`config.mk`:
```
export PLATFORM = sky130hd
export DESIGN_NAME = clk_rst_seq
export DESIGN_NICKNAME = d
export VERILOG_FILES = /design/src/rtl/clk_rst_seq_pkg.sv /design/src/rtl/clk_en_div.sv /design/src/rtl/clk_rst_seq.sv
export SDC_FILE = /design/constraint.sdc
export NUM_CORES = 1
export LEC_CHECK = 0
export CORE_MARGIN = 2
export CORE_UTILIZATION = 49
export CTS_CLUSTER_SIZE = 14
export DETAILED_ROUTE_END_ITERATION = 10
export PLACE_DENSITY = 0.77
export SLEW_MARGIN = 10
export SYNTH_ARGS = -nofsm -noshare
export SYNTH_HDL_FRONTEND = slang
export SYNTH_SLANG_ARGS = --single-unit
```
`constraint.sdc`:
```
create_clock -name clk -period 2.7 [get_ports clk]
set_clock_uncertainty 0.05 [all_clocks]
set_input_delay 0.675 -clock clk [delete_from_list [all_inputs] [get_ports clk]]
set_output_delay 0.675 -clock clk [all_outputs]
set_load 0.005 [all_outputs]
```
`src/rtl/clk_rst_seq_pkg.sv`:
```
// Shared types, default parameter values and sizing helper for the
// clock-enable / reset sequencer.
package clk_rst_seq_pkg;

   // Sequencer states: hold all resets, release channels in order, run.
   typedef enum logic [1:0] {
      ASSERT  = 2'd0,
      RELEASE = 2'd1,
      RUN     = 2'd2
   } seq_state_e;

   localparam int DEF_NUM_CH     = 4;
   localparam int DEF_DIV_W      = 8;
   localparam int DEF_DLY_W      = 8;
   localparam int DEF_MIN_ASSERT = 16;

   // Bits needed for a counter or index that spans 0..n-1 (never below 1).
   function automatic int cnt_width(input int n);
      return (n < 2) ? 1 : $clog2(n);
   endfunction

endpackage

```
`src/rtl/clk_en_div.sv`:
```
// One clock-enable divider channel. The counter sits at zero while the
// channel is in reset, so the first strobe after release is exactly 'div'
// cycles later; the strobe itself is combinational so a lowered divide
// value takes effect in the same cycle.
module clk_en_div
   import clk_rst_seq_pkg::*;
#(
   parameter int DIV_W = DEF_DIV_W
) (
   input  logic             clk,
   input  logic             rst,
   input  logic             ch_rst,
   input  logic [DIV_W-1:0] div,
   output logic             clk_en
);

   logic [DIV_W-1:0] r_cnt;

   // Strobe whenever the count has reached (or overshot) the divide value.
   assign clk_en = !ch_rst && (r_cnt >= div);

   // Divider counter: cleared in reset, wraps on every strobe.
   always_ff @(posedge clk) begin
      if (rst || ch_rst) begin
         r_cnt <= '0;
      end else if (clk_en) begin
         r_cnt <= '0;
      end else begin
         r_cnt <= r_cnt + 1'b1;
      end
   end

endmodule

```
`src/rtl/clk_rst_seq.sv`:
```
// Reset sequencer: holds every channel in reset for MIN_ASSERT cycles after
// the global reset or a soft-reset request, then releases the channels one
// at a time in index order with per-channel gaps, and finally reports ready.
// Each channel also gets a divided clock-enable strobe.
module clk_rst_seq
   import clk_rst_seq_pkg::*;
#(
   parameter int NUM_CH     = DEF_NUM_CH,
   parameter int DIV_W      = DEF_DIV_W,
   parameter int DLY_W      = DEF_DLY_W,
   parameter int MIN_ASSERT = DEF_MIN_ASSERT
) (
   input  logic                           clk,
   input  logic                           rst,
   input  logic [NUM_CH-1:0][DIV_W-1:0]   div_i,
   input  logic [NUM_CH-1:0][DLY_W-1:0]   dly_i,
   input  logic                           soft_rst_req_i,
   output logic [NUM_CH-1:0]              ch_rst_o,
   output logic [NUM_CH-1:0]              ch_rst_n_o,
   output logic [NUM_CH-1:0]              clk_en_o,
   output logic                           ready_o
);

   localparam int                HOLD_W    = cnt_width(MIN_ASSERT);
   localparam int                IDX_W     = cnt_width(NUM_CH);
   localparam logic [HOLD_W-1:0] HOLD_LAST = HOLD_W'(MIN_ASSERT - 1);
   localparam logic [IDX_W-1:0]  IDX_LAST  = IDX_W'(NUM_CH - 1);

   seq_state_e                  r_state,    w_state_next;
   logic [HOLD_W-1:0]           r_hold_cnt, w_hold_cnt_next;
   logic [DLY_W-1:0]            r_gap_cnt,  w_gap_cnt_next;
   logic [IDX_W-1:0]            r_idx,      w_idx_next;
   logic [NUM_CH-1:0][DLY_W-1:0] r_dly,     w_dly_next;
   logic [NUM_CH-1:0]           r_ch_rst,   w_ch_rst_next;
   logic [NUM_CH-1:0]           r_ch_rst_n;
   logic                        r_ready,    w_ready_next;

   // Sequencer state, shadow delays and registered reset/ready outputs.
   always_ff @(posedge clk) begin
      if (rst) begin
         r_state    <= ASSERT;
         r_hold_cnt <= '0;
         r_gap_cnt  <= '0;
         r_idx      <= '0;
         r_dly      <= '0;
         r_ch_rst   <= '1;
         r_ch_rst_n <= '0;
         r_ready    <= 1'b0;
      end else begin
         r_state    <= w_state_next;
         r_hold_cnt <= w_hold_cnt_next;
         r_gap_cnt  <= w_gap_cnt_next;
         r_idx      <= w_idx_next;
         r_dly      <= w_dly_next;
         r_ch_rst   <= w_ch_rst_next;
         r_ch_rst_n <= ~w_ch_rst_next;
         r_ready    <= w_ready_next;
      end
   end

   // Next-state logic: a soft request always restarts the hold phase from
   // zero; delays are frozen into shadow registers on RELEASE entry so that
   // live changes only matter for the next release sequence.
   always_comb begin
      w_state_next    = r_state;
      w_hold_cnt_next = r_hold_cnt;
      w_gap_cnt_next  = r_gap_cnt;
      w_idx_next      = r_idx;
      w_dly_next      = r_dly;
      w_ch_rst_next   = r_ch_rst;
      w_ready_next    = r_ready;

      if (soft_rst_req_i) begin
         w_state_next    = ASSERT;
         w_hold_cnt_next = '0;
         w_gap_cnt_next  = '0;
         w_idx_next      = '0;
         w_ch_rst_next   = '1;
         w_ready_next    = 1'b0;
      end else begin
         case (r_state)
            ASSERT: begin
               w_ch_rst_next = '1;
               w_ready_next  = 1'b0;
               if (r_hold_cnt == HOLD_LAST) begin
                  w_state_next   = RELEASE;
                  w_dly_next     = dly_i;
                  w_idx_next     = '0;
                  w_gap_cnt_next = '0;
               end else begin
                  w_hold_cnt_next = r_hold_cnt + 1'b1;
               end
            end
            RELEASE: begin
               if (r_gap_cnt == r_dly[r_idx]) begin
                  w_ch_rst_next[r_idx] = 1'b0;
                  w_gap_cnt_next       = '0;
                  if (r_idx == IDX_LAST) begin
                     w_state_next = RUN;
                     w_ready_next = 1'b1;
                  end else begin
                     w_idx_next = r_idx + 1'b1;
                  end
               end else begin
                  w_gap_cnt_next = r_gap_cnt + 1'b1;
               end
            end
            RUN: begin
               w_ready_next = 1'b1;
            end
            default: begin
               w_state_next    = ASSERT;
               w_hold_cnt_next = '0;
               w_ch_rst_next   = '1;
               w_ready_next    = 1'b0;
            end
         endcase
      end
   end

   // One divider per channel, each gated by that channel's registered reset.
   for (genvar gi = 0; gi < NUM_CH; gi++) begin : g_div
      clk_en_div #(
         .DIV_W (DIV_W)
      ) u_div (
         .clk    (clk),
         .rst    (rst),
         .ch_rst (r_ch_rst[gi]),
         .div    (div_i[gi]),
         .clk_en (clk_en_o[gi])
      );
   end

   assign ch_rst_o   = r_ch_rst;
   assign ch_rst_n_o = r_ch_rst_n;
   assign ready_o    = r_ready;

endmodule

```
==> key figures, run 1 <==
Placed design
  – Pre-CTS WS: -0.785 ns
  – Port Buf Inserts: 79
  – Routability Congestion: about 0.86
  – Placed cells: around 800
  – Post-DP HPWL: slightly above 8000 um

Timing
  – Unrepaired setup endpoints after global routing: true
  – Setup slack after layout: -0.0324 ns
  – Minimum clock period: around 2.7 ns
  – Slew @ Worst Pin: approximately 0.65 ns
  – Setup violators final: 1
  – Tcrit/Tclk final: 101%
  – Slew Viols, Final: 0
  – FMAX: 366 MHz
  – Setup tns final: -0.0324 ns
  – Relative max-transition margin: between 50% and 60%
  – Final hold violations: 0

Critical path
  – Critical path endpoint: clk_en_o[1]
  – Crit path depth: 9
  – Worst EP required: around 2.0 ns
  – Reg2reg path depth: 16
  – Most common cell on crit path: a21o_1
  – Endpoint of the worst register-to-register path: g_div[1].u_div.r_cnt[1]
  – Delay-heaviest family, CP: compound AO/OA/AOI/OAI gates
  – CP max stage cell: ha_4
  – CP bufs+invs: 2
  – Crit end category: output pin
  – CP Launch Type: input pin
  – FF-to-FF Start: g_div[1].u_div.r_cnt[0]
  – Slowest cell delay on critical path: about 0.22 ns
  – Crit path DAT: roughly 2.0 ns
  – Worst Setup SP: div_i[8]
  – Critical path peak fanout: 2
  – Reg2reg setup slack: about 0.10 ns
  – Worst-path cell chain: buf_6, ha_4, nand2b_4, a21o_1, a21o_1, a21oi_2, o21ai_2, a22o_1, buf_2
  – Critical path class: in -> out

Synthesis
  – Number of synthesis warnings: 0
  – Synth top area cells: dfxtp_1, ha_1, nand2_1, a21oi_1, xnor2_1
  – Synth area leader: dfxtp_1
  – Post-synthesis sequential area ratio: a little over a third
  – Mapped Cells: 585
  – Yosys cell types: just under 50
  – Ys flop type: dfxtp_1
  – Async S/R FF share, synth: 0%
  – Syn nets: around 700
  – Syn avg cell area: 8.44 um2
  – Cell area after synthesis: 4940 um2
  – Synthesized flop and latch total: 89
  – Share of the synthesized area in the top cell type: 36.1%
  – EDFF count, synth: 0

Floorplan
  – Initial Util: 50.5%
  – Core Region: 9770 um2
  – Die Height: between 100 and 150 um
  – Total Die Area: 10900 um2
  – Core Rows: 36
  – Ports: 80
  – Die width: approximately 100 um

Final layout
  – Share of cells above drive strength 1: between 20% and 30%
  – # nets final: around 800
  – Finished Layout Cells: between 800 and 900
  – ANT cells: 0
  – Area growth syn-to-layout: 32.3%
  – Final core utilization: 66.8%

Power
  – Switching portion of total power: between 20% and 30%
  – Cell internal pwr: just under 0.002 W
  – Psw: ~0.00056 W
  – Clk pwr share: around two fifths
  – P per Cell Area: between 300 and 400 nW/um2
  – Seq pwr share: between 50% and 60%
  – Total leakage power: roughly 2.7 nW
  – Peak supply drop: between 0.0003 and 0.0004 V
  – Power after layout: between 0.002 and 0.003 W
  – Combinational share of power: under 10%

Route
  – Via density per instance: between 5 and 6
  – Drt wl/cell: roughly 14 um
  – Routed WL: ~12000 um
  – First-iteration detailed-routing DRC count: ~130
  – DRC viols: 0
  – Via count: around 4500
  – Antenna-violating nets left: 0
  – Drt pass-1 iters: 4

Clock tree
  – Clock transition at path regs: around 0.080 ns
  – # H-tree levels: 3
  – Clk buf depth: 2
  – CTS root buf: clkbuf_8
  – Total CTS buffers: 9
  – Worst-skew pair later-pin latency: between 0.3 and 0.4 ns
  – CTS tree: built
  – Num Clock Sinks: about 90

Status
  – Failing checks: setup timing
  – Status: finished with violations

Global route
  – Total track usage: a little over a fifth
  – Vias in the first global route: approximately 4500
  – Largest net degree at the start of global routing: 34
  – Gr ovfl total: 0
  – Antenna violations before repair: 0
  – First-pass GRT wire length: ~20000 um

Min path
  – Worst Hold Class: reg -> reg

Flow run
  – Maxcap violations: 0
## power groups by stage
stage	registers, W	logic (W)	clock network (W)
4_1_cts	0.00131	0.000193	0.00103
3_5_place_dp	0.00135	0.000178	0
2_1_floorplan	0.00134	0.0000600	0
3_3_place_gp	0.00135	0.000173	0
5_1_grt	0.00131	0.000217	0.00107
6_report	0.00131	0.000199	0.00100
## stage by stage
step | area (um2) | hold WS [ns]
2_1_floorplan | 4950 | 0.382
3_3_place_gp | 5940 | 0.389
3_5_place_dp | 5940 | 0.395
4_1_cts | 6480 | 0.409
5_1_grt | 6530 | 0.428
6_report | 6530 | 0.404
## placed cells by master, fill, tap and decap left out, drive strengths merged, types with 2 or more instances in the layout
master         count
a211oi             2
a21o              12
a21oi             78
a22o               5
a22oi              3
a31o               5
a31oi              5
and3              10
buf               54
bufinv             2
clkbuf            10
clkdlybuf4s50     54
dfxtp             89
dlygate4sd2       12
ha                45
inv               45
mux4               8
nand2            109
nand2b             5
nand3             32
nand4              3
nor2               9
nor2b              5
nor3              10
nor3b              3
o21ai             11
o311ai             2
o31ai              4
or2                2
or4                4
or4b               4
xnor2             30
xor2               6
## tightest hold or removal path: stages, from the launching register on
cell and delay (ns):
dfxtp_1 0.31, nand2_1 0.05, a21oi_1 0.05
## sequential cells by signal (all words and copies together), names as in the netlist
register           flops
g_div.u_div.r_cnt     32
r_dly                 32
r_gap_cnt              8
ch_rst_n_o             4
ch_rst_o               4
r_hold_cnt             4
r_idx                  2
r_state                2
ready_o                1
## what timing repair did
item	in CTS	in global routing
hold buffers	0	0
buffers inserted	16	1
pin swaps	48	14
resized for setup	94	18
endpoints found under the setup margin	4	32
## logic make-up (layout without fill, tap and decap cells)
logic type | count (synthesis) | count (layout) | share of synthesized area, %
and+or+nand+nor | 199 | 199 | 19.2
AOI/OAI and AO/OA | 130 | 130 | 15.7
DFF | 89 | 89 | 36.1
buffers and inverters | 76 | 180 | 6.74
adders and majority gates | 45 | 45 | 11.4
xor gates and xnor gates | 36 | 36 | 6.39
muxes | 10 | 10 | 4.46
## cell type report
cell class,count,area (um2)
clock buffers,10,128
clock inverters,6,90.1
fillers,776,3250
inverters,43,161
multi-input cells,420,3150
flip-flops and latches,89,1790
well taps,133,166
repair buffers,121,1040
## layer usage
| metal | track usage, % | up-vias | share of wire (%) | wire (um) |
|---|---|---|---|---|
| li1 | - | 2211 | - | - |
| met1 | 25.8 | 2103 | 43 | 5010 |
| met2 | 40.0 | 117 | 51 | 5930 |
| met3 | 4.32 | 20 | 4.1 | 480 |
| met4 | 6.18 | 0 | 1.6 | 187 |
| met5 | 0 | - | 0 | 0 |
## how the worst min path moves through the flow
stage	from	to	slack, ns	depth (start not counted)
final	r_dly[23]	r_dly[23]	0.40	2
after CTS	r_dly[23]	r_dly[23]	0.41	2
after global placement	r_dly[26]	r_dly[26]	0.39	2
after global routing	r_dly[23]	r_dly[23]	0.43	2
after floorplan	r_dly[10]	r_dly[10]	0.38	2
after detailed placement	r_dly[24]	r_dly[24]	0.39	2
## Yosys cell counts (all sizes together), types with 2 or more instances
cell / instances
nand4: 3
nor3b: 3
buf: 14
and3: 10
inv: 43
dfxtp: 89
or2: 2
clkbuf: 19
nand2: 109
a21oi: 78
nor3: 10
mux4: 8
a31o: 5
or4b: 4
a22o: 5
nand3: 32
o31ai: 4
a21o: 12
or4: 4
xnor2: 30
a22oi: 3
a31oi: 5
xor2: 6
nand2b: 5
nor2b: 5
o21ai: 11
ha: 45
nor2: 9
a211oi: 2
o311ai: 2
Power figures use the tool's default switching activity.
==> run 2, diff against run 1 <==
- CELL_PAD_IN_SITES_DETAIL_PLACEMENT: unset -> 0
- CELL_PAD_IN_SITES_GLOBAL_PLACEMENT: unset -> 2
- CORE_UTILIZATION: 49 -> 29
- PLACE_DENSITY: 0.77 -> unset
- PLACE_DENSITY_LB_ADDON: unset -> 0.1
==> run 2 against run 1 <==
Effect of this change:
- the flow now finishes without violations
- final cell count grew 11%
- clock-buffer cell count is the same
- largest power group unchanged
- die area grew 66%
- register-to-register slack gained 0.02 ns
- setup slack gained 0.058 ns
- global-route usage shrank 7.2 points
==> key figures, run 2 (synthesis results as in run 1) <==
Power
  – Combinational share of power: 7.3%
  – Seq pwr share: 47.5%
  – Peak supply drop: 0.000273 V
  – Psw: around 0.0006 W
  – Clk pwr share: a little under half
  – Switching portion of total power: 21.5%
  – Total leakage power: roughly 2.8 nW
  – P per Cell Area: a little over 400 nW/um2
  – Cell internal pwr: approximately 0.0022 W

Final layout
  – Share of cells above drive strength 1: 24.1%
  – ANT cells: 0
  – # nets final: roughly 800
  – Most common cell after layout, fill and taps aside: nand2_1
  – Design area: approximately 6800 um2
  – Most frequent cells in the layout: nand2_1, dfxtp_1, a21oi_1, clkdlybuf4s50_1, buf_4
  – Area growth syn-to-layout: 37.9%
  – Largest regs: g_div.u_div.r_cnt x32, r_dly x32, r_gap_cnt x8
  – Final core utilization: between 40% and 50%

Clock tree
  – Hold_buf cts: 0
  – CTS tree: built
  – Total CTS buffers: 9
  – Num Clock Sinks: just under 90
  – Clock transition at path regs: ~0.06 ns
  – Worst-skew pair later-pin latency: between 0.3 and 0.4 ns
  – # H-tree levels: 3
  – CTS root buf: clkbuf_16
  – Clk buf depth: 2

Floorplan
  – Initial Util: between 20% and 30%
  – Core Rows: between 40 and 50
  – Die width: between 100 and 150 um
  – Die Height: roughly 130 um
  – Ports: 80
  – Core Region: roughly 17000 um2
  – Total Die Area: roughly 18000 um2

Critical path
  – CP bufs+invs: 2
  – Slowest cell delay on critical path: 0.20 ns
  – Most common cell on crit path: a21o_1
  – Crit path DAT: ~2.0 ns
  – Crit end category: output pin
  – Delay-heaviest family, CP: compound AO/OA/AOI/OAI gates
  – Worst-path cell chain: buf_6, ha_4, nand2b_4, a21o_1, a21o_1, a21oi_2, o21ai_2, a22o_1, buf_2
  – CP max stage cell: ha_4
  – Critical path class: in -> out
  – Worst EP required: ~2.0 ns
  – Reg2reg path depth: 16
  – Critical path peak fanout: 2
  – CP Launch Type: input pin
  – Crit path depth: 9

Timing
  – Setup violators final: 0
  – Slew Viols, Final: 0
  – FMAX: about 370 MHz
  – Relative max-transition margin: between 70 and 80%
  – Slew @ Worst Pin: ~0.45 ns
  – Setup tns final: 0 ns
  – Final hold violations: 0
  – Unrepaired setup endpoints after global routing: true
  – Minimum clock period: about 2.7 ns
  – Tcrit/Tclk final: between 90% and 100%

Placed design
  – Post-DP HPWL: between 9000 and 10000 um
  – Routability Congestion: just under 0.8
  – Port Buf Inserts: 79
  – Area after DPL: roughly 6100 um2

Global route
  – Vias in the first global route: 4485
  – First-pass GRT wire length: between 20000 and 25000 um
  – Total track usage: approximately 15%
  – Largest net degree at the start of global routing: 40
  – Antenna violations before repair: 0
  – Gr ovfl total: 0

Flow run
  – Maxcap violations: 0

Route
  – Via density per instance: between 4 and 5
  – Drt pass-1 iters: 4
  – Drt wl/cell: about 14 um
  – Antenna-violating nets left: 0
  – First-iteration detailed-routing DRC count: 144
  – Via count: roughly 4400
  – Routed WL: approximately 13000 um
  – DRC viols: 0

Min path
  – Worst Hold Class: reg -> reg
  – Hold path depth: 2

Status
  – Status: finished clean
-- run 2: power by group through the flow --
stage	Combinational, W	Clock (W)	Sequential (W)
after CTS	0.000194	0.00131	0.00131
after global placement	0.000178	0	0.00135
after global routing	0.000223	0.00136	0.00131
final	0.000201	0.00125	0.00132
after floorplan	0.0000600	0	0.00134
after detailed placement	0.000180	0	0.00135
-- run 2: final timing paths --
path,start,to,slack (ns)
worst min-delay path,r_dly[0],r_dly[0],0.40
worst max-delay path,div_i[0],clk_en_o[0],0.03
worst max register to register,g_div[0].u_div.r_cnt[0],g_div[0].u_div.r_cnt[1],0.12
worst min register to register,r_dly[0],r_dly[0],0.40
-- run 2: cell type report --
type,instances,area [um2]
clock inverter,6,57.6
sequential,89,1790
clock buffer,10,239
inverter,43,161
fill,1716,9770
multi-input combinational,420,3200
tap,220,275
timing repair buffer,126,1090
-- run 2: worst reg2reg max path: cells and delay by family (launching register included) --
kind                       cells  cell delay [ns]
AOI/OAI and AO/OA              5             0.71
buffers and inverters          9             1.07
and+or+nand+nor                1             0.13
adders and majority gates      1             0.22
DFF                            1             0.33
-- run 2: routing by layer --
metal	wire length, um	GRT usage, %	vias to the layer above
li1	-	-	2221
met1	5650	17.3	2040
met2	6320	26.1	80
met3	507	3.79	15
met4	219	4.56	0
met5	0	0	-
-- run 2: repair_timing --
| action | CTS | global route |
|---|---|---|
| setup endpoints to repair | 4 | 20 |
| setup buffers | 18 | 0 |
| pin swaps | 47 | 14 |
| cloned | 0 | 0 |
| resized for setup | 95 | 27 |
-- run 2: metrics by stage --
stage          cells  hold WS, ns  setup slack, ns  total power (W)
3_5_place_dp     883        0.396           -0.778          0.00153
5_1_grt          914        0.420          -0.0529          0.00290
6_report         914        0.402           0.0261          0.00277
4_1_cts          916        0.405          0.00192          0.00282
2_1_floorplan    585        0.382          -0.0154          0.00140
3_3_place_gp     883        0.388           -0.757          0.00152
==> run 3, diff against run 2 <==
- CAP_MARGIN: unset -> 20
==> results of run 3 <==
Same layout as run 2: the final DEF is identical, and so are final timing and power.
